$ cat src/rtl/mult_acc_pipe_pkg.sv
// Shared types, latency helper, sign extension and saturation limits for the
// pipelined multiply-accumulate block.
package mult_acc_pkg;

  localparam int MAX_W = 256;

  typedef struct packed {
    logic vld;
    logic asgnd;
    logic bsgnd;
    logic addsub;
    logic lda;
  } ctrl_t;

  function automatic int mac_latency(input int in_reg, input int mul_reg);
    return in_reg + mul_reg + 1;
  endfunction

  // Extends the low w bits of v to MAX_W, replicating bit w-1 only when sgn is set.
  function automatic logic [MAX_W-1:0] sign_ext(input logic [MAX_W-1:0] v,
                                                input int w,
                                                input logic sgn);
    logic [MAX_W-1:0] hi_mask;
    logic [MAX_W-1:0] one;
    logic             msb;
    one     = {{(MAX_W-1){1'b0}}, 1'b1};
    hi_mask = {MAX_W{1'b1}} << w;
    msb     = |(v & (one << (w - 1)));
    return (sgn && msb) ? (v | hi_mask) : (v & ~hi_mask);
  endfunction

  function automatic logic [MAX_W-1:0] sat_smax(input int acc_w);
    return ~({MAX_W{1'b1}} << (acc_w - 1));
  endfunction

  function automatic logic [MAX_W-1:0] sat_smin(input int acc_w);
    return {{(MAX_W-1){1'b0}}, 1'b1} << (acc_w - 1);
  endfunction

  function automatic logic [MAX_W-1:0] sat_umax(input int acc_w);
    return ~({MAX_W{1'b1}} << acc_w);
  endfunction

endpackage

$ cat src/rtl/mult_acc_pipe_if.sv
// Operand/result bundle of the multiply-accumulate block; the fabric side is
// the master, the MAC itself is the slave.
interface mult_acc_pipe_if #(
  parameter int A_W   = 16,
  parameter int B_W   = 16,
  parameter int ACC_W = 40
);
  logic             IN_VLD;
  logic [A_W-1:0]   A;
  logic [B_W-1:0]   B;
  logic [ACC_W-1:0] C;
  logic             ASGND;
  logic             BSGND;
  logic             ADDSUB;
  logic             LDA;
  logic             HLD;
  logic             OUT_VLD;
  logic [ACC_W-1:0] O;
  logic             OVF;

  modport master (
    output IN_VLD, A, B, C, ASGND, BSGND, ADDSUB, LDA, HLD,
    input  OUT_VLD, O, OVF
  );

  modport slave (
    input  IN_VLD, A, B, C, ASGND, BSGND, ADDSUB, LDA, HLD,
    output OUT_VLD, O, OVF
  );
endinterface

$ cat src/rtl/mult_acc_pipe_satadd.sv
// Combinational ACC_W+1 bit add/subtract with overflow detection and optional
// clamping to the signed or unsigned range of the accumulator.
module mult_acc_satadd
  import mult_acc_pkg::*;
#(
  parameter int ACC_W  = 40,
  parameter int SAT_EN = 1
) (
  input  logic [ACC_W-1:0] base_i,
  input  logic [ACC_W-1:0] operand_i,
  input  logic             sub_i,
  input  logic             sgnd_i,
  output logic [ACC_W-1:0] result_o,
  output logic             ovf_o
);

  localparam logic [ACC_W-1:0] SMAX = ACC_W'(sat_smax(ACC_W));
  localparam logic [ACC_W-1:0] SMIN = ACC_W'(sat_smin(ACC_W));
  localparam logic [ACC_W-1:0] UMAX = ACC_W'(sat_umax(ACC_W));

  logic [ACC_W:0] base_x;
  logic [ACC_W:0] op_x;
  logic [ACC_W:0] sum_x;
  logic           ovf;

  // The extra top bit is the true sign (signed) or the carry/borrow (unsigned).
  always_comb begin
    base_x   = {sgnd_i & base_i[ACC_W-1], base_i};
    op_x     = {sgnd_i & operand_i[ACC_W-1], operand_i};
    sum_x    = sub_i ? (base_x - op_x) : (base_x + op_x);
    ovf      = sgnd_i ? (sum_x[ACC_W] ^ sum_x[ACC_W-1]) : sum_x[ACC_W];
    result_o = sum_x[ACC_W-1:0];
    if (ovf && (SAT_EN != 0)) begin
      if (sgnd_i) begin
        result_o = sum_x[ACC_W] ? SMIN : SMAX;
      end else begin
        result_o = sub_i ? '0 : UMAX;
      end
    end
    ovf_o = ovf;
  end

endmodule

$ cat src/rtl/mult_acc_pipe.sv
// Parametrised pipelined multiply-accumulate: optional input and product
// registers feed a saturating accumulator with a sticky overflow flag.
module mult_acc_pipe
  import mult_acc_pkg::*;
#(
  parameter int A_W     = 16,
  parameter int B_W     = 16,
  parameter int ACC_W   = 40,
  parameter int IN_REG  = 1,
  parameter int MUL_REG = 1,
  parameter int SAT_EN  = 1
) (
  input logic            CLK,
  input logic            RST,
  mult_acc_pipe_if.slave bus
);

  localparam int P_W = A_W + B_W;

  if (ACC_W < P_W) begin : g_bad_acc_w
    $error("mult_acc_pipe: ACC_W must be at least A_W + B_W");
  end
  if (ACC_W >= MAX_W) begin : g_bad_max_w
    $error("mult_acc_pipe: ACC_W exceeds the package working width");
  end

  ctrl_t            in_ctrl;
  logic [A_W-1:0]   s1_a;
  logic [B_W-1:0]   s1_b;
  logic [ACC_W-1:0] s1_c;
  ctrl_t            s1_ctrl;
  logic [P_W-1:0]   a_x;
  logic [P_W-1:0]   b_x;
  logic [P_W-1:0]   prod_raw;
  logic [ACC_W-1:0] prod_ext;
  logic             prod_sgn;
  logic [ACC_W-1:0] s2_p;
  logic [ACC_W-1:0] s2_c;
  ctrl_t            s2_ctrl;

  always_comb begin
    in_ctrl        = '0;
    in_ctrl.vld    = bus.IN_VLD;
    in_ctrl.asgnd  = bus.ASGND;
    in_ctrl.bsgnd  = bus.BSGND;
    in_ctrl.addsub = bus.ADDSUB;
    in_ctrl.lda    = bus.LDA;
  end

  if (IN_REG != 0) begin : g_in_reg
    logic [A_W-1:0]   a_q, a_d;
    logic [B_W-1:0]   b_q, b_d;
    logic [ACC_W-1:0] c_q, c_d;
    ctrl_t            ctrl_q, ctrl_d;

    always_comb begin
      a_d    = a_q;
      b_d    = b_q;
      c_d    = c_q;
      ctrl_d = ctrl_q;
      if (!bus.HLD) begin
        a_d    = bus.A;
        b_d    = bus.B;
        c_d    = bus.C;
        ctrl_d = in_ctrl;
      end
    end

    always_ff @(posedge CLK) begin
      if (RST) begin
        a_q    <= '0;
        b_q    <= '0;
        c_q    <= '0;
        ctrl_q <= '0;
      end else begin
        a_q    <= a_d;
        b_q    <= b_d;
        c_q    <= c_d;
        ctrl_q <= ctrl_d;
      end
    end

    assign s1_a    = a_q;
    assign s1_b    = b_q;
    assign s1_c    = c_q;
    assign s1_ctrl = ctrl_q;
  end else begin : g_in_bypass
    assign s1_a    = bus.A;
    assign s1_b    = bus.B;
    assign s1_c    = bus.C;
    assign s1_ctrl = in_ctrl;
  end

  // The exact product always fits in P_W bits, so a modulo-2^P_W multiply of the
  // properly extended operands is exact in every signedness mode.
  always_comb begin
    prod_sgn = s1_ctrl.asgnd | s1_ctrl.bsgnd;
    a_x      = {{B_W{s1_ctrl.asgnd & s1_a[A_W-1]}}, s1_a};
    b_x      = {{A_W{s1_ctrl.bsgnd & s1_b[B_W-1]}}, s1_b};
    prod_raw = a_x * b_x;
    prod_ext = ACC_W'(sign_ext(MAX_W'(prod_raw), P_W, prod_sgn));
  end

  if (MUL_REG != 0) begin : g_mul_reg
    logic [ACC_W-1:0] p_q, p_d;
    logic [ACC_W-1:0] c_q, c_d;
    ctrl_t            ctrl_q, ctrl_d;

    always_comb begin
      p_d    = p_q;
      c_d    = c_q;
      ctrl_d = ctrl_q;
      if (!bus.HLD) begin
        p_d    = prod_ext;
        c_d    = s1_c;
        ctrl_d = s1_ctrl;
      end
    end

    always_ff @(posedge CLK) begin
      if (RST) begin
        p_q    <= '0;
        c_q    <= '0;
        ctrl_q <= '0;
      end else begin
        p_q    <= p_d;
        c_q    <= c_d;
        ctrl_q <= ctrl_d;
      end
    end

    assign s2_p    = p_q;
    assign s2_c    = c_q;
    assign s2_ctrl = ctrl_q;
  end else begin : g_mul_bypass
    assign s2_p    = prod_ext;
    assign s2_c    = s1_c;
    assign s2_ctrl = s1_ctrl;
  end

  logic [ACC_W-1:0] acc_q, acc_d;
  logic             ovf_q, ovf_d;
  logic             out_vld_q, out_vld_d;
  logic [ACC_W-1:0] acc_base;
  logic [ACC_W-1:0] acc_sum;
  logic             acc_ovf;

  assign acc_base = s2_ctrl.lda ? s2_c : acc_q;

  mult_acc_satadd #(
    .ACC_W  (ACC_W),
    .SAT_EN (SAT_EN)
  ) u_satadd (
    .base_i    (acc_base),
    .operand_i (s2_p),
    .sub_i     (s2_ctrl.addsub),
    .sgnd_i    (s2_ctrl.asgnd | s2_ctrl.bsgnd),
    .result_o  (acc_sum),
    .ovf_o     (acc_ovf)
  );

  // OUT_VLD pulses per accumulated sample, so it stays low while held.
  // A loading sample restarts the sticky flag from its own overflow status.
  always_comb begin
    acc_d     = acc_q;
    ovf_d     = ovf_q;
    out_vld_d = 1'b0;
    if (!bus.HLD && s2_ctrl.vld) begin
      acc_d     = acc_sum;
      out_vld_d = 1'b1;
      ovf_d     = s2_ctrl.lda ? acc_ovf : (ovf_q | acc_ovf);
    end
  end

  always_ff @(posedge CLK) begin
    if (RST) begin
      acc_q     <= '0;
      ovf_q     <= 1'b0;
      out_vld_q <= 1'b0;
    end else begin
      acc_q     <= acc_d;
      ovf_q     <= ovf_d;
      out_vld_q <= out_vld_d;
    end
  end

  assign bus.O       = acc_q;
  assign bus.OVF     = ovf_q;
  assign bus.OUT_VLD = out_vld_q;

endmodule

$ cat src/flat_wrapper.sv
// flat-port wrapper written by rule: the top's interface ports become plain ports
module mult_acc_pipe_flat import mult_acc_pkg::*;
#(
  parameter int A_W     = 16,
  parameter int B_W     = 16,
  parameter int ACC_W   = 40,
  parameter int IN_REG  = 1,
  parameter int MUL_REG = 1,
  parameter int SAT_EN  = 1
)
  (CLK, RST, bus_IN_VLD, bus_A, bus_B, bus_C, bus_ASGND, bus_BSGND, bus_ADDSUB, bus_LDA, bus_HLD, bus_OUT_VLD, bus_O, bus_OVF);
  mult_acc_pipe_if #(.A_W(A_W), .B_W(B_W), .ACC_W(ACC_W)) bus_i ();
  input logic CLK;
  input logic RST;
  input wire logic [$bits(bus_i.IN_VLD)-1:0] bus_IN_VLD;
  input wire logic [$bits(bus_i.A)-1:0] bus_A;
  input wire logic [$bits(bus_i.B)-1:0] bus_B;
  input wire logic [$bits(bus_i.C)-1:0] bus_C;
  input wire logic [$bits(bus_i.ASGND)-1:0] bus_ASGND;
  input wire logic [$bits(bus_i.BSGND)-1:0] bus_BSGND;
  input wire logic [$bits(bus_i.ADDSUB)-1:0] bus_ADDSUB;
  input wire logic [$bits(bus_i.LDA)-1:0] bus_LDA;
  input wire logic [$bits(bus_i.HLD)-1:0] bus_HLD;
  output wire logic [$bits(bus_i.OUT_VLD)-1:0] bus_OUT_VLD;
  output wire logic [$bits(bus_i.O)-1:0] bus_O;
  output wire logic [$bits(bus_i.OVF)-1:0] bus_OVF;
  assign bus_i.IN_VLD = bus_IN_VLD;
  assign bus_i.A = bus_A;
  assign bus_i.B = bus_B;
  assign bus_i.C = bus_C;
  assign bus_i.ASGND = bus_ASGND;
  assign bus_i.BSGND = bus_BSGND;
  assign bus_i.ADDSUB = bus_ADDSUB;
  assign bus_i.LDA = bus_LDA;
  assign bus_i.HLD = bus_HLD;
  assign bus_OUT_VLD = bus_i.OUT_VLD;
  assign bus_O = bus_i.O;
  assign bus_OVF = bus_i.OVF;
  mult_acc_pipe #(.A_W(A_W), .B_W(B_W), .ACC_W(ACC_W), .IN_REG(IN_REG), .MUL_REG(MUL_REG), .SAT_EN(SAT_EN)) u_core (.CLK(CLK), .RST(RST), .bus(bus_i));
endmodule
$ cat config.mk
export PLATFORM = sky130hd
export DESIGN_NAME = mult_acc_pipe_flat
export DESIGN_NICKNAME = d
export VERILOG_FILES = /design/src/rtl/mult_acc_pipe_pkg.sv /design/src/rtl/mult_acc_pipe_if.sv /design/src/rtl/mult_acc_pipe_satadd.sv /design/src/rtl/mult_acc_pipe.sv /design/src/flat_wrapper.sv
export SDC_FILE = /design/constraint.sdc
export NUM_CORES = 1
export LEC_CHECK = 0
export ABC_CLOCK_PERIOD_IN_PS = 7490
export CAP_MARGIN = 15
export CORE_MARGIN = 2
export CORE_UTILIZATION = 62
export CTS_BUF_LIST = sky130_fd_sc_hd__clkbuf_4 sky130_fd_sc_hd__clkbuf_8 sky130_fd_sc_hd__clkbuf_16
export CTS_CLUSTER_SIZE = 8
export DETAILED_ROUTE_END_ITERATION = 10
export GPL_ROUTABILITY_DRIVEN = 0
export PLACE_DENSITY = 0.83
export SLEW_MARGIN = 20
export SYNTH_ARGS = -nofsm -noshare
export SYNTH_HDL_FRONTEND = slang
export SYNTH_SLANG_ARGS = --single-unit
$ cat constraint.sdc
create_clock -name CLK -period 7.49 [get_ports CLK]
set_input_delay 2.247 -clock CLK [delete_from_list [all_inputs] [get_ports CLK]]
set_output_delay 2.247 -clock CLK [all_outputs]
set_load 0.05 [all_outputs]
==> results of run 1 <==
worst min path at each step:
stage,from,to,cells after the start
global placement,u_core.g_in_reg.c_q[37]$_SDFFE_PP0N_,u_core.g_mul_reg.c_q[37]$_SDFFE_PP0N_,2
detailed placement,u_core.g_mul_reg.c_q[21]$_SDFFE_PP0N_,u_core.g_mul_reg.c_q[21]$_SDFFE_PP0N_,2
finish,u_core.g_mul_reg.c_q[10]$_SDFFE_PP0N_,u_core.g_mul_reg.c_q[10]$_SDFFE_PP0N_,2
floorplan,u_core.g_mul_reg.c_q[10]$_SDFFE_PP0N_,u_core.g_mul_reg.c_q[10]$_SDFFE_PP0N_,2
global route,u_core.g_in_reg.c_q[8]$_SDFFE_PP0N_,u_core.g_in_reg.c_q[8]$_SDFFE_PP0N_,2
CTS,u_core.g_in_reg.c_q[0]$_SDFFE_PP0N_,u_core.g_mul_reg.c_q[0]$_SDFFE_PP0N_,2
power groups by stage:
| stage | clock [W] | sequential [W] | combinational (W) |
|---|---|---|---|
| after floorplan | 0 | 0.00119 | 0.00113 |
| after detailed placement | 0 | 0.00123 | 0.00146 |
| after global placement | 0 | 0.00122 | 0.00140 |
| after global routing | 0.00104 | 0.00121 | 0.00164 |
| final | 0.000983 | 0.00121 | 0.00149 |
| after CTS | 0.000995 | 0.00120 | 0.00147 |
kinds of logic (layout without fill, tap and decap cells):
| kind of cell | after synthesis | in the layout |
|---|---|---|
| mux | 172 | 172 |
| flops | 197 | 197 |
| simple gates | 744 | 744 |
| buf+inv | 459 | 510 |
| xor+xnor | 105 | 105 |
| fa+ha+maj | 410 | 410 |
| compound gates | 306 | 306 |
worst max-delay path, stage by stage (launching register included):
cell and delay [ns]:
dfxtp_1 0.42, buf_4 0.26, and2_1 0.38, nand2_1 0.19, inv_1 0.19, fa_1 0.46
inv_1 0.23, fa_1 0.59, inv_1 0.22, fa_1 0.47, fa_1 0.54, fa_1 0.52
inv_1 0.07, fa_1 0.52, inv_1 0.05, ha_1 0.34, a21oi_1 0.20, o21ai_0 0.12
a21oi_1 0.29, o21bai_1 0.13, a21oi_1 0.19, xnor2_1 0.10, o32ai_1 0.30
per-layer routing:
metal / up-vias / track usage / wire length [µm]
met5: - / 0 / 0
li1: 7729 / - / -
met3: 178 / 0.0529 / 3350
met2: 674 / 0.530 / 25600
met4: 0 / 0.154 / 2520
met1: 8128 / 0.376 / 21100
flip-flops by register name, indices dropped and copies added, names as in the netlist:
name,flops
u_core.bus.O,40
u_core.g_in_reg.c_q,40
u_core.g_mul_reg.c_q,40
u_core.g_mul_reg.p_q,33
u_core.g_in_reg.a_q,16
u_core.g_in_reg.b_q,16
u_core.g_in_reg.ctrl_q,5
u_core.g_mul_reg.ctrl_q,5
u_core.bus.OUT_VLD,1
u_core.bus.OVF,1
synthesized netlist by cell type, types with 5 or more instances:
library cell    n  area share
or3_1           5      0.0015
inv_1         337       0.060
a211oi_1       18      0.0064
o211ai_1        5      0.0018
mux2i_1       133       0.063
mux2_2         38       0.020
nand2b_1       12      0.0036
nand2_1       198       0.035
nor2_1        280       0.050
or2_2           9      0.0027
o21bai_1       11      0.0039
and3_1         10      0.0030
xnor2_1        78       0.032
xor2_1         25       0.010
dfxtp_1       197        0.19
nor3_1         38      0.0090
nand3_1        21      0.0050
buf_1          23      0.0041
a31o_2          5      0.0021
nor2b_1         9      0.0027
and2_1        119       0.035
a31oi_1        11      0.0033
fa_1          283        0.27
clkbuf_1       93       0.017
o21ai_0        34      0.0081
a21o_1         27      0.0096
o21a_1          6      0.0021
ha_1          123       0.073
nand4_1         9      0.0027
nor3_2         19      0.0090
a21oi_1       145       0.034
cell type report:
cell class / count / area [µm²] / area share
sequential: 197 / 3950 / 0.170
timing repair buffer: 141 / 1380 / 0.0595
inverter: 337 / 1260 / 0.0546
multi-input combinational: 1737 / 15400 / 0.664
clock inverter: 14 / 189 / 0.00816
clock buffer: 18 / 439 / 0.0190
tap: 448 / 561 / 0.0242
cell usage in the layout (no fill, tap or decap), types with 6 or more instances in the layout:
| cell | count |
|---|---|
| ha_1 | 123 |
| nor2b_1 | 8 |
| a21o_1 | 27 |
| xnor2_1 | 78 |
| xor2_1 | 25 |
| a21oi_1 | 145 |
| nor3_2 | 19 |
| nand3_1 | 21 |
| and2_1 | 119 |
| clkdlybuf4s50_1 | 119 |
| mux2_2 | 38 |
| inv_1 | 337 |
| dfxtp_1 | 196 |
| or2_2 | 9 |
| nand2b_1 | 12 |
| nor2_1 | 280 |
| nand2_1 | 198 |
| buf_4 | 19 |
| fa_1 | 283 |
| mux2i_1 | 133 |
| clkbuf_16 | 17 |
| and3_1 | 10 |
| a211oi_1 | 18 |
| nand4_1 | 9 |
| a31oi_1 | 11 |
| o21a_1 | 6 |
| nor3_1 | 38 |
| o21ai_0 | 34 |
| o21bai_1 | 11 |
metrics by stage:
stage	hold slack [ns]	total power (W)	setup WS [ns]	cell area (µm²)	utilization
after floorplan	0.458	0.00232	1.45	21100	-
after global placement	0.470	0.00262	1.08	22500	0.672
after detailed placement	0.483	0.00268	0.759	22500	0.672
after CTS	0.495	0.00366	0.669	23200	0.691
after global routing	0.530	0.00390	0.358	23200	0.691
final	0.493	0.00368	0.607	23200	0.691
==> metrics.txt, run 1 <==
# TYPE chip_impl_metric gauge
chip_impl_metric{name="max-cap-violations",unit=""} 0
chip_impl_metric{name="synth.distinct_cells",unit=""} 72
chip_impl_info{name="rsz0062_at_grt",value="false"} 1
chip_impl_metric{name="via_count_of_the_first_global_routing_pass",unit=""} 17400
chip_impl_metric{name="count_of_vias_placed_by_the_detailed_router",unit=""} 16700
chip_impl_metric{name="htree_num_levels",unit=""} 4
chip_impl_metric{name="internal_power",unit="W"} 0.00223
chip_impl_metric{name="finalWorstPathRequiredPeriod",unit="ns"} 6.88
chip_impl_info{name="timing.critical_path.to_type",value="flop"} 1
chip_impl_metric{name="post_synthesis_share_of_cell_area_spent_on_full_adders_half_adders_and_majority_gates",unit=""} 0.344
chip_impl_metric{name="placement_rows",unit=""} 67
chip_impl_info{name="setup_cp_type",value="reg -> reg"} 1
chip_impl_metric{name="clk-insertion-delay-late",unit="ns"} 0.47
chip_impl_metric{name="fp.dieH",unit="µm"} 188
chip_impl_metric{name="p_clk_frac",unit=""} 0.268
chip_impl_metric{name="postSynthNetCount",unit=""} 2879
chip_impl_metric{name="floorplan.die_area",unit="µm²"} 35500
chip_impl_info{name="clockRootBuffer",value="clkbuf_16"} 1
chip_impl_metric{name="vdd_ir_drop_max",unit="µV"} 174
chip_impl_metric{name="numPlacedInstances",unit=""} 2860
chip_impl_metric{name="grt_total_ovfl",unit=""} 0
chip_impl_metric{name="timing.final.hold_violations",unit=""} 0
chip_impl_metric{name="ioPinCount",unit=""} 122
chip_impl_info{name="synth_top_family_by_area",value="adder cells"} 1
chip_impl_metric{name="synth_mux_area_frac",unit=""} 0.0841
chip_impl_metric{name="sequentialPowerShare",unit=""} 0.328
chip_impl_metric{name="power_switching_share",unit=""} 0.392
chip_impl_metric{name="cts_max_path_buffers",unit=""} 2
chip_impl_metric{name="max-slew-margin-rel",unit=""} 0.431
chip_impl_metric{name="hpwlAfterDp",unit="µm"} 41000
chip_impl_metric{name="finalNetCount",unit=""} 2917
chip_impl_metric{name="grt_start_max_net_pins",unit=""} 119
chip_impl_metric{name="power.static_leakage",unit="nW"} 11.0
chip_impl_info{name="worstSetupStartpoint",value="u_core.g_in_reg.a_q[15]$_SDFFE_PP0N_"} 1
chip_impl_metric{name="synth_xor_xnor_area_share",unit=""} 0.0454
chip_impl_metric{name="detail_route.drc_violations",unit=""} 0
chip_impl_metric{name="antenna_found_initial",unit=""} 0
chip_impl_metric{name="start_util",unit=""} 0.628
chip_impl_metric{name="count_of_flip_flops_with_a_built_in_enable_after_synthesis",unit=""} 0
chip_impl_metric{name="synth_simple_gate_area_share",unit=""} 0.166
chip_impl_metric{name="cts_hold_buffers",unit=""} 0
chip_impl_metric{name="areaGrowthSynthToFinish",unit="%"} 9.92
chip_impl_metric{name="synth_cells",unit=""} 2393
chip_impl_metric{name="gr-usage-all-layers",unit=""} 0.309
chip_impl_info{name="worstReg2RegEnd",value="u_core.g_mul_reg.p_q[38]$_SDFFE_PP0N_"} 1
chip_impl_metric{name="tritoncts_num_sinks",unit=""} 197
chip_impl_metric{name="syn_area",unit="µm²"} 21100
chip_impl_metric{name="min_period_over_period",unit=""} 0.919
chip_impl_metric{name="yosysSeqAreaShare",unit=""} 0.187
chip_impl_metric{name="power.combinational.fraction",unit=""} 0.404
chip_impl_metric{name="route.detailed.vias_per_inst",unit=""} 5.78
chip_impl_metric{name="cts-resized-gates",unit=""} 0
chip_impl_metric{name="finalSetupTns",unit="ns"} 0
chip_impl_metric{name="cp_data_arrival_time",unit="ns"} 7.25
chip_impl_metric{name="final_layout_size_suffix_gt1_frac",unit=""} 0.0573
chip_impl_info{name="crit_end",value="u_core.g_mul_reg.p_q[38]$_SDFFE_PP0N_"} 1
chip_impl_metric{name="postCtsSetupRepairBufs",unit=""} 0
chip_impl_metric{name="synth-async-reset-ratio",unit=""} 0
chip_impl_info{name="synth_flop_cell",value="dfxtp_1"} 1
chip_impl_metric{name="die-width",unit="µm"} 188
chip_impl_metric{name="synth_compound_gate_area_share",unit=""} 0.0907
chip_impl_metric{name="setup_viol",unit=""} 0
chip_impl_metric{name="coreArea",unit="µm²"} 33500
chip_impl_metric{name="register_to_register_setup_slack",unit="ns"} 0.61
chip_impl_metric{name="drv_slew",unit=""} 0
chip_impl_metric{name="final.fill_count",unit=""} 2519
chip_impl_metric{name="yosys_warnings",unit=""} 0
chip_impl_metric{name="postRouteAntennaNets",unit=""} 0
chip_impl_metric{name="final_cell_count_no_fill",unit=""} 2892
chip_impl_metric{name="grt_first_pass_wirelength",unit="µm"} 87200
chip_impl_metric{name="totalWireLength",unit="µm"} 52600
chip_impl_metric{name="worst_clock_skew",unit="ns"} 0.0138
chip_impl_metric{name="power_density",unit="nW/µm²"} 159
chip_impl_info{name="run_status",value="complete, no violations"} 1
chip_impl_metric{name="register_bit_count_reported_by_yosys",unit=""} 197
chip_impl_metric{name="count_of_antenna_diodes_in_the_layout",unit=""} 0
chip_impl_info{name="min-delay-path-class",value="reg -> reg"} 1
chip_impl_metric{name="tightest_slew",unit="ns"} 0.853
chip_impl_info{name="startpoint_type",value="flop"} 1
chip_impl_metric{name="numCtsBuffers",unit=""} 17
chip_impl_metric{name="rr_worst_depth",unit=""} 22
chip_impl_metric{name="detailedRoute.firstIterationViolations",unit=""} 1415
chip_impl_metric{name="port_buffer_cells",unit=""} 121
chip_impl_metric{name="switching_power",unit="W"} 0.00144
chip_impl_metric{name="post_drt_wl_per_cell",unit="µm"} 18.2
chip_impl_metric{name="path_clk_slew",unit="ns"} 0.07
chip_impl_metric{name="average_size_of_a_mapped_cell",unit="µm²"} 8.80
chip_impl_metric{name="worstPathRequired",unit="ns"} 7.86
chip_impl_info{name="tritoncts",value="built"} 1
chip_impl_metric{name="crit_path_max_fanout",unit=""} 21
chip_impl_info{name="worstReg2RegStart",value="u_core.g_in_reg.a_q[15]$_SDFFE_PP0N_"} 1
chip_impl_metric{name="drt_first_pass_iters",unit=""} 5
chip_impl_metric{name="max_freq",unit="GHz"} 0.145
Power figures use the tool's default switching activity.
==> inputs of run 2 (changes only) <==
- CORE_UTILIZATION: 62 -> 30
- PLACE_DENSITY: 0.83 -> 0.47
==> metrics.txt, run 2 (synthesis results as in run 1) <==
# TYPE chip_impl_metric gauge
chip_impl_metric{name="tightest_slew",unit="ns"} 0.967
chip_impl_info{name="worst_path_max_delay_cell",value="dfxtp_1"} 1
chip_impl_metric{name="power.static_leakage",unit="nW"} 11.0
chip_impl_info{name="setup_cp_type",value="reg -> reg"} 1
chip_impl_metric{name="clk-insertion-delay-late",unit="ns"} 0.49
chip_impl_metric{name="grt_start_max_net_pins",unit=""} 113
chip_impl_metric{name="timing.final.hold_violations",unit=""} 0
chip_impl_metric{name="numCtsBuffers",unit=""} 17
chip_impl_metric{name="finalNetCount",unit=""} 2927
chip_impl_metric{name="count_of_antenna_diodes_in_the_layout",unit=""} 0
chip_impl_metric{name="grtUsageMet3",unit=""} 0.0241
chip_impl_metric{name="tritoncts_num_sinks",unit=""} 197
chip_impl_info{name="timing.critical_path.cells",value="and2_1, nand2_1, inv_1, fa_1, inv_1, fa_1, inv_1, fa_1, fa_1, fa_1, fa_1, ha_1, a21o_1, a21oi_1, o21ai_0, a21oi_1, o21bai_1, a21oi_1, xnor2_1, o32ai_1"} 1
chip_impl_metric{name="numPlacedInstances",unit=""} 3362
chip_impl_metric{name="grt_first_pass_wirelength",unit="µm"} 91700
chip_impl_metric{name="cts-resized-gates",unit=""} 0
chip_impl_info{name="clockRootBuffer",value="clkbuf_16"} 1
chip_impl_info{name="path_common_cell",value="fa_1"} 1
chip_impl_metric{name="drv_slew",unit=""} 0
chip_impl_info{name="timing.critical_path.to_type",value="flop"} 1
chip_impl_metric{name="grt_use_met1",unit=""} 0.226
chip_impl_metric{name="totalWireLength",unit="µm"} 57200
chip_impl_metric{name="areaGrowthSynthToFinish",unit="%"} 13.0
chip_impl_metric{name="placement_rows",unit=""} 97
chip_impl_info{name="min-delay-path-class",value="reg -> reg"} 1
chip_impl_metric{name="fp.dieH",unit="µm"} 269
chip_impl_metric{name="postRouteAntennaNets",unit=""} 0
chip_impl_info{name="final_common_cell",value="inv_1"} 1
chip_impl_metric{name="hold_ws",unit="ns"} 0.489
chip_impl_metric{name="placement.cell_area",unit="µm²"} 23200
chip_impl_metric{name="cp_num_cells",unit=""} 20
chip_impl_metric{name="cts_max_path_buffers",unit=""} 2
chip_impl_metric{name="postCtsSetupRepairBufs",unit=""} 0
chip_impl_metric{name="max-cap-violations",unit=""} 0
chip_impl_metric{name="detail_route.drc_violations",unit=""} 0
chip_impl_metric{name="finalWorstPathRequiredPeriod",unit="ns"} 6.77
chip_impl_metric{name="grt_total_ovfl",unit=""} 0
chip_impl_metric{name="via_count_of_the_first_global_routing_pass",unit=""} 16400
chip_impl_metric{name="start_util",unit=""} 0.302
chip_impl_metric{name="groute.layer.met2.usage",unit=""} 0.267
chip_impl_info{name="mostFrequentLayoutCells",value="337 x inv_1, 283 x fa_1, 280 x nor2_1"} 1
chip_impl_metric{name="final_cell_count_no_fill",unit=""} 3394
chip_impl_metric{name="worst_clock_skew",unit="ns"} 0.0213
chip_impl_metric{name="ioPinCount",unit=""} 122
chip_impl_metric{name="post_drt_wl_per_cell",unit="µm"} 16.8
chip_impl_info{name="run_status",value="complete, no violations"} 1
chip_impl_info{name="tritoncts",value="built"} 1
chip_impl_metric{name="min_period_over_period",unit=""} 0.904
chip_impl_metric{name="port_buffer_cells",unit=""} 121
chip_impl_info{name="cell_family_with_the_largest_share_of_critical_path_delay",value="adder cells"} 1
chip_impl_metric{name="drt_first_pass_iters",unit=""} 5
chip_impl_metric{name="critPathMaxStageDelay",unit="ns"} 0.64
chip_impl_metric{name="floorplan.die_area",unit="µm²"} 72400
chip_impl_metric{name="count_of_vias_placed_by_the_detailed_router",unit=""} 15900
chip_impl_metric{name="worstPathBufferInverterCount",unit=""} 3
chip_impl_metric{name="route.detailed.vias_per_inst",unit=""} 4.67
chip_impl_metric{name="whs_path_depth",unit=""} 2
chip_impl_metric{name="max_freq",unit="GHz"} 0.148
chip_impl_metric{name="worstPathRequired",unit="ns"} 7.88
chip_impl_metric{name="htree_num_levels",unit=""} 4
chip_impl_metric{name="gr-usage-all-layers",unit=""} 0.163
chip_impl_metric{name="rr_worst_depth",unit=""} 20
chip_impl_metric{name="cts_hold_buffers",unit=""} 0
chip_impl_metric{name="final_layout_size_suffix_gt1_frac",unit=""} 0.0611
chip_impl_metric{name="antenna_found_initial",unit=""} 1
chip_impl_metric{name="hpwlAfterDp",unit="µm"} 45600
chip_impl_metric{name="max-slew-margin-rel",unit=""} 0.355
chip_impl_metric{name="detailedRoute.firstIterationViolations",unit=""} 745
chip_impl_metric{name="power_density",unit="nW/µm²"} 153
chip_impl_metric{name="cp_data_arrival_time",unit="ns"} 7.16
chip_impl_metric{name="path_clk_slew",unit="ns"} 0.09
chip_impl_metric{name="coreArea",unit="µm²"} 69800
chip_impl_metric{name="die-width",unit="µm"} 269
chip_impl_metric{name="crit_path_max_fanout",unit=""} 11
chip_impl_info{name="grt_busiest_layer",value="met2"} 1
chip_impl_metric{name="setup_viol",unit=""} 0
chip_impl_metric{name="finalInstanceArea",unit="µm²"} 23800
chip_impl_metric{name="register_to_register_setup_slack",unit="ns"} 0.72
chip_impl_info{name="rsz0062_at_grt",value="false"} 1
chip_impl_metric{name="finalSetupTns",unit="ns"} 0
chip_impl_info{name="startpoint_type",value="flop"} 1
chip_impl_metric{name="vdd_ir_drop_max",unit="µV"} 104
run 2: power breakdown:
part           internal, W  total, W  switching, W
Clock             0.000458  0.000957      0.000499
Sequential         0.00110   0.00121      0.000103
Combinational     0.000614   0.00149      0.000877
Total              0.00218   0.00365       0.00148
run 2: worst paths after layout:
kind	from	endpoint
worst min register to register	u_core.g_in_reg.c_q[38]$_SDFFE_PP0N_	u_core.g_mul_reg.c_q[38]$_SDFFE_PP0N_
worst max register to register	u_core.g_in_reg.a_q[15]$_SDFFE_PP0N_	u_core.g_mul_reg.p_q[38]$_SDFFE_PP0N_
worst min-delay path	u_core.g_in_reg.c_q[38]$_SDFFE_PP0N_	u_core.g_mul_reg.c_q[38]$_SDFFE_PP0N_
worst max-delay path	u_core.g_in_reg.a_q[15]$_SDFFE_PP0N_	u_core.g_mul_reg.p_q[38]$_SDFFE_PP0N_
run 2: area by class of cell:
class                      instances  area, µm²
multi-input combinational       1737      15400
clock inverter                    14        161
inverter                         337       1260
clock buffer                      18        439
timing repair buffer             151       1440
fill                            7197      46000
sequential                       197       3950
tap                              940       1180
run 2: through the flow:
| step | worst slack [ns] | util | total power (W) |
|---|---|---|---|
| 3_3_place_gp | 0.777 | 0.333 | 0.00272 |
| 2_1_floorplan | 1.45 | - | 0.00232 |
| 4_1_cts | 0.695 | 0.341 | 0.00371 |
| 6_report | 0.720 | 0.341 | 0.00365 |
| 5_1_grt | 0.330 | 0.341 | 0.00393 |
| 3_5_place_dp | 0.720 | 0.333 | 0.00273 |
run 2: worst register-to-register path: stages (launching register included):
cell and delay, ns:
dfxtp_1 0.64, and2_1 0.52, nand2_1 0.20, inv_1 0.18
fa_1 0.48, inv_1 0.23, fa_1 0.58, inv_1 0.22
fa_1 0.47, fa_1 0.60, fa_1 0.44, fa_1 0.46
ha_1 0.37, a21o_1 0.18, a21oi_1 0.17, o21ai_0 0.09
a21oi_1 0.22, o21bai_1 0.09, a21oi_1 0.17, xnor2_1 0.10
o32ai_1 0.27
run 2: metal layers:
layer,up-vias,routed length (µm)
li1,7750,-
met1,7771,27700
met2,285,26200
met3,53,2260
met4,0,943
met5,-,0
==> variant: new RTL, settings of run 2 <==
`SAT_EN` is set to 1 in 3 places; all go to 0.
--- a/src/rtl/mult_acc_pipe_satadd.sv
+++ b/src/rtl/mult_acc_pipe_satadd.sv
@@ -6,3 +6,3 @@
   parameter int ACC_W  = 40,
-  parameter int SAT_EN = 1
+  parameter int SAT_EN = 0
 ) (
--- a/src/rtl/mult_acc_pipe.sv
+++ b/src/rtl/mult_acc_pipe.sv
@@ -10,3 +10,3 @@
   parameter int MUL_REG = 1,
-  parameter int SAT_EN  = 1
+  parameter int SAT_EN  = 0
 ) (
--- a/src/flat_wrapper.sv
+++ b/src/flat_wrapper.sv
@@ -8,3 +8,3 @@
   parameter int MUL_REG = 1,
-  parameter int SAT_EN  = 1
+  parameter int SAT_EN  = 0
 )
Formal check against the unedited RTL: not equivalent (a bounded check fails within 4 cycles, from zero or initial values and one cycle with RST high).
==> variant against run 2 <==
Synthesized area fell by 2.3%. Critical endpoint unchanged. Sequential cell count is the same. Power fell by 4.7%. Design area is 2.1% lower. Worst setup slack worse by 0.23 ns. Highest routed layer unchanged. Routed wire length down 6.4%. First-iteration DRC count is 0.67% lower.
==> variant: results (changes against run 2) <==
* Status: finished, final reports clean
* Ranking of synthesized cells by area: fa_1 (28%), dfxtp_1 (19%), ha_1 (7.5%)
* Fin Clk Skew at 0.0204 ns (-0.000957 ns)
* Leak at 0.0110 uW (-0.28%)
* CTS buffer count at 17 (unchanged)
* H-tree Lvls at 4 (unchanged)
* Drt via density at 4.62 (-1.2%)
* Initial antenna violation count at 0 (-1)
* Top delay family on crit path: adder cells
* Most common flop cell mapped by yosys: dfxtp_1
* Peak per-stage delay on the critical path at 0.83 ns (+0.19 ns)
* Die width at 266 um (-1.1%)
* First-pass GRT wire length at 88400 um (-3.6%)
* Complex-gate fraction of the synthesized area at 8.78% (-0.29 points)
* Number of DRC markers in iteration 0 at 740 (-0.67%)
* Mux contribution to synthesized area at 8.40% (-0.016 points)
* Async SR Flop Fraction at 0% (unchanged)
* Worst-Skew Late Latency at 0.50 ns
* Clk root buf: clkbuf_16
* Yosys Warn Count at 0 (unchanged)
* Share of cells above drive strength 1 at 5.40% (-0.71 points)
* Critical path peak fanout at 11 (unchanged)
* Post-Synth XOR/XNOR Area at 4.30% (-0.25 points)
* DR pass1 iterations at 5 (unchanged)
* Syn Nets at 2805 (-2.6%)
* Worst vdd ir at 157 uV (+51%)
* Adder-Cell Fraction of Synth Area at 35.0% (+0.61 points)
* Seq/Total Area, Yosys at 19.2% (+0.44 points)
* Fin nets at 2862 (-2.2%)
* HP Class: flip-flop to flip-flop
* Post-CTS resize count at 0 (unchanged)
* Total Routed Length at 53500 um (-6.4%)
* Arrival time at the worst endpoint at 7.41 ns (+0.25 ns)
* GRT Resource Usage Total at 15.8% (-0.56 points)
* Vias in the first global route at 16039 (-2.0%)
* Post-CTS Setup Inserts at 0 (unchanged)
* Antenna Cells at 0 (unchanged)
* Cell variety after synth at 70 (-2.8%)
* Clock transition at path regs at 0.09 ns (about the same)
* Largest net degree at the start of global routing at 95 (-16%)
* Slew @ Worst Pin at 0.997 ns (+0.0303 ns)
* CP max stage cell: fa_1
* IO buf count at 121 (unchanged)
* DP HPWL at 43000 um (-5.6%)
* Clk buf depth at 2 (unchanged)
* Top post-synthesis cells by count: inv_1 (341), fa_1 (283), nand2_1 (279), nor2_1 (213), dfxtp_1 (197)
==> variant: per-layer routing <==
metal / share of wire [%] / up-vias / GRT usage, % / wire length (um)
met3: 3.6 / 38 / 2.68 / 1950
met4: 1.3 / 0 / 3.67 / 699
li1: - / 7462 / - / -
met5: 0 / - / 0 / 0
met1: 50 / 7356 / 21.6 / 26500
met2: 45 / 241 / 25.9 / 24300
==> variant: where the power goes <==
group | internal [uW] | total, uW | switching (uW)
Combinational | 567 | 1300 | 736
Clock | 489 | 983 | 493
Sequential | 1100 | 1190 | 91.6
==> variant: per-stage QoR <==
step / std cells / cell area [um2] / total power, uW / util, % / worst slack (ns)
after global routing: 3271 / 23300 / 3740 / 34.2 / 0.139
after floorplan: 2319 / 20600 / 2190 / - / 1.10
final: 3271 / 23300 / 3480 / 34.2 / 0.494
after CTS: 3271 / 23300 / 3530 / 34.2 / 0.490
after detailed placement: 3239 / 22700 / 2530 / 33.3 / 0.519
after global placement: 3239 / 22700 / 2500 / 33.3 / 0.653
==> variant: path summary, 6_finish.rpt <==
| kind | startpoint | to | slack [ns] | cells past startpoint |
|---|---|---|---|---|
| min reg2reg | u_core.bus.O[14] | u_core.bus.O[14] | 0.47 | 2 |
| min | u_core.bus.O[14] | u_core.bus.O[14] | 0.47 | 2 |
| max | u_core.g_in_reg.ctrl_q[3] | u_core.g_mul_reg.p_q[38] | 0.49 | 22 |
| max reg2reg | u_core.g_in_reg.ctrl_q[3] | u_core.g_mul_reg.p_q[38] | 0.49 | 22 |
==> variant: area by class of cell <==
cell class | count | area (um2)
Inverter | 341 | 1280
Sequential cell | 197 | 3950
Clock inverter | 13 | 160
Tap cell | 882 | 1100
Fill cell | 7031 | 44900
Timing Repair Buffer | 147 | 1410
Clock buffer | 19 | 447
Multi-Input combinational cell | 1672 | 15000
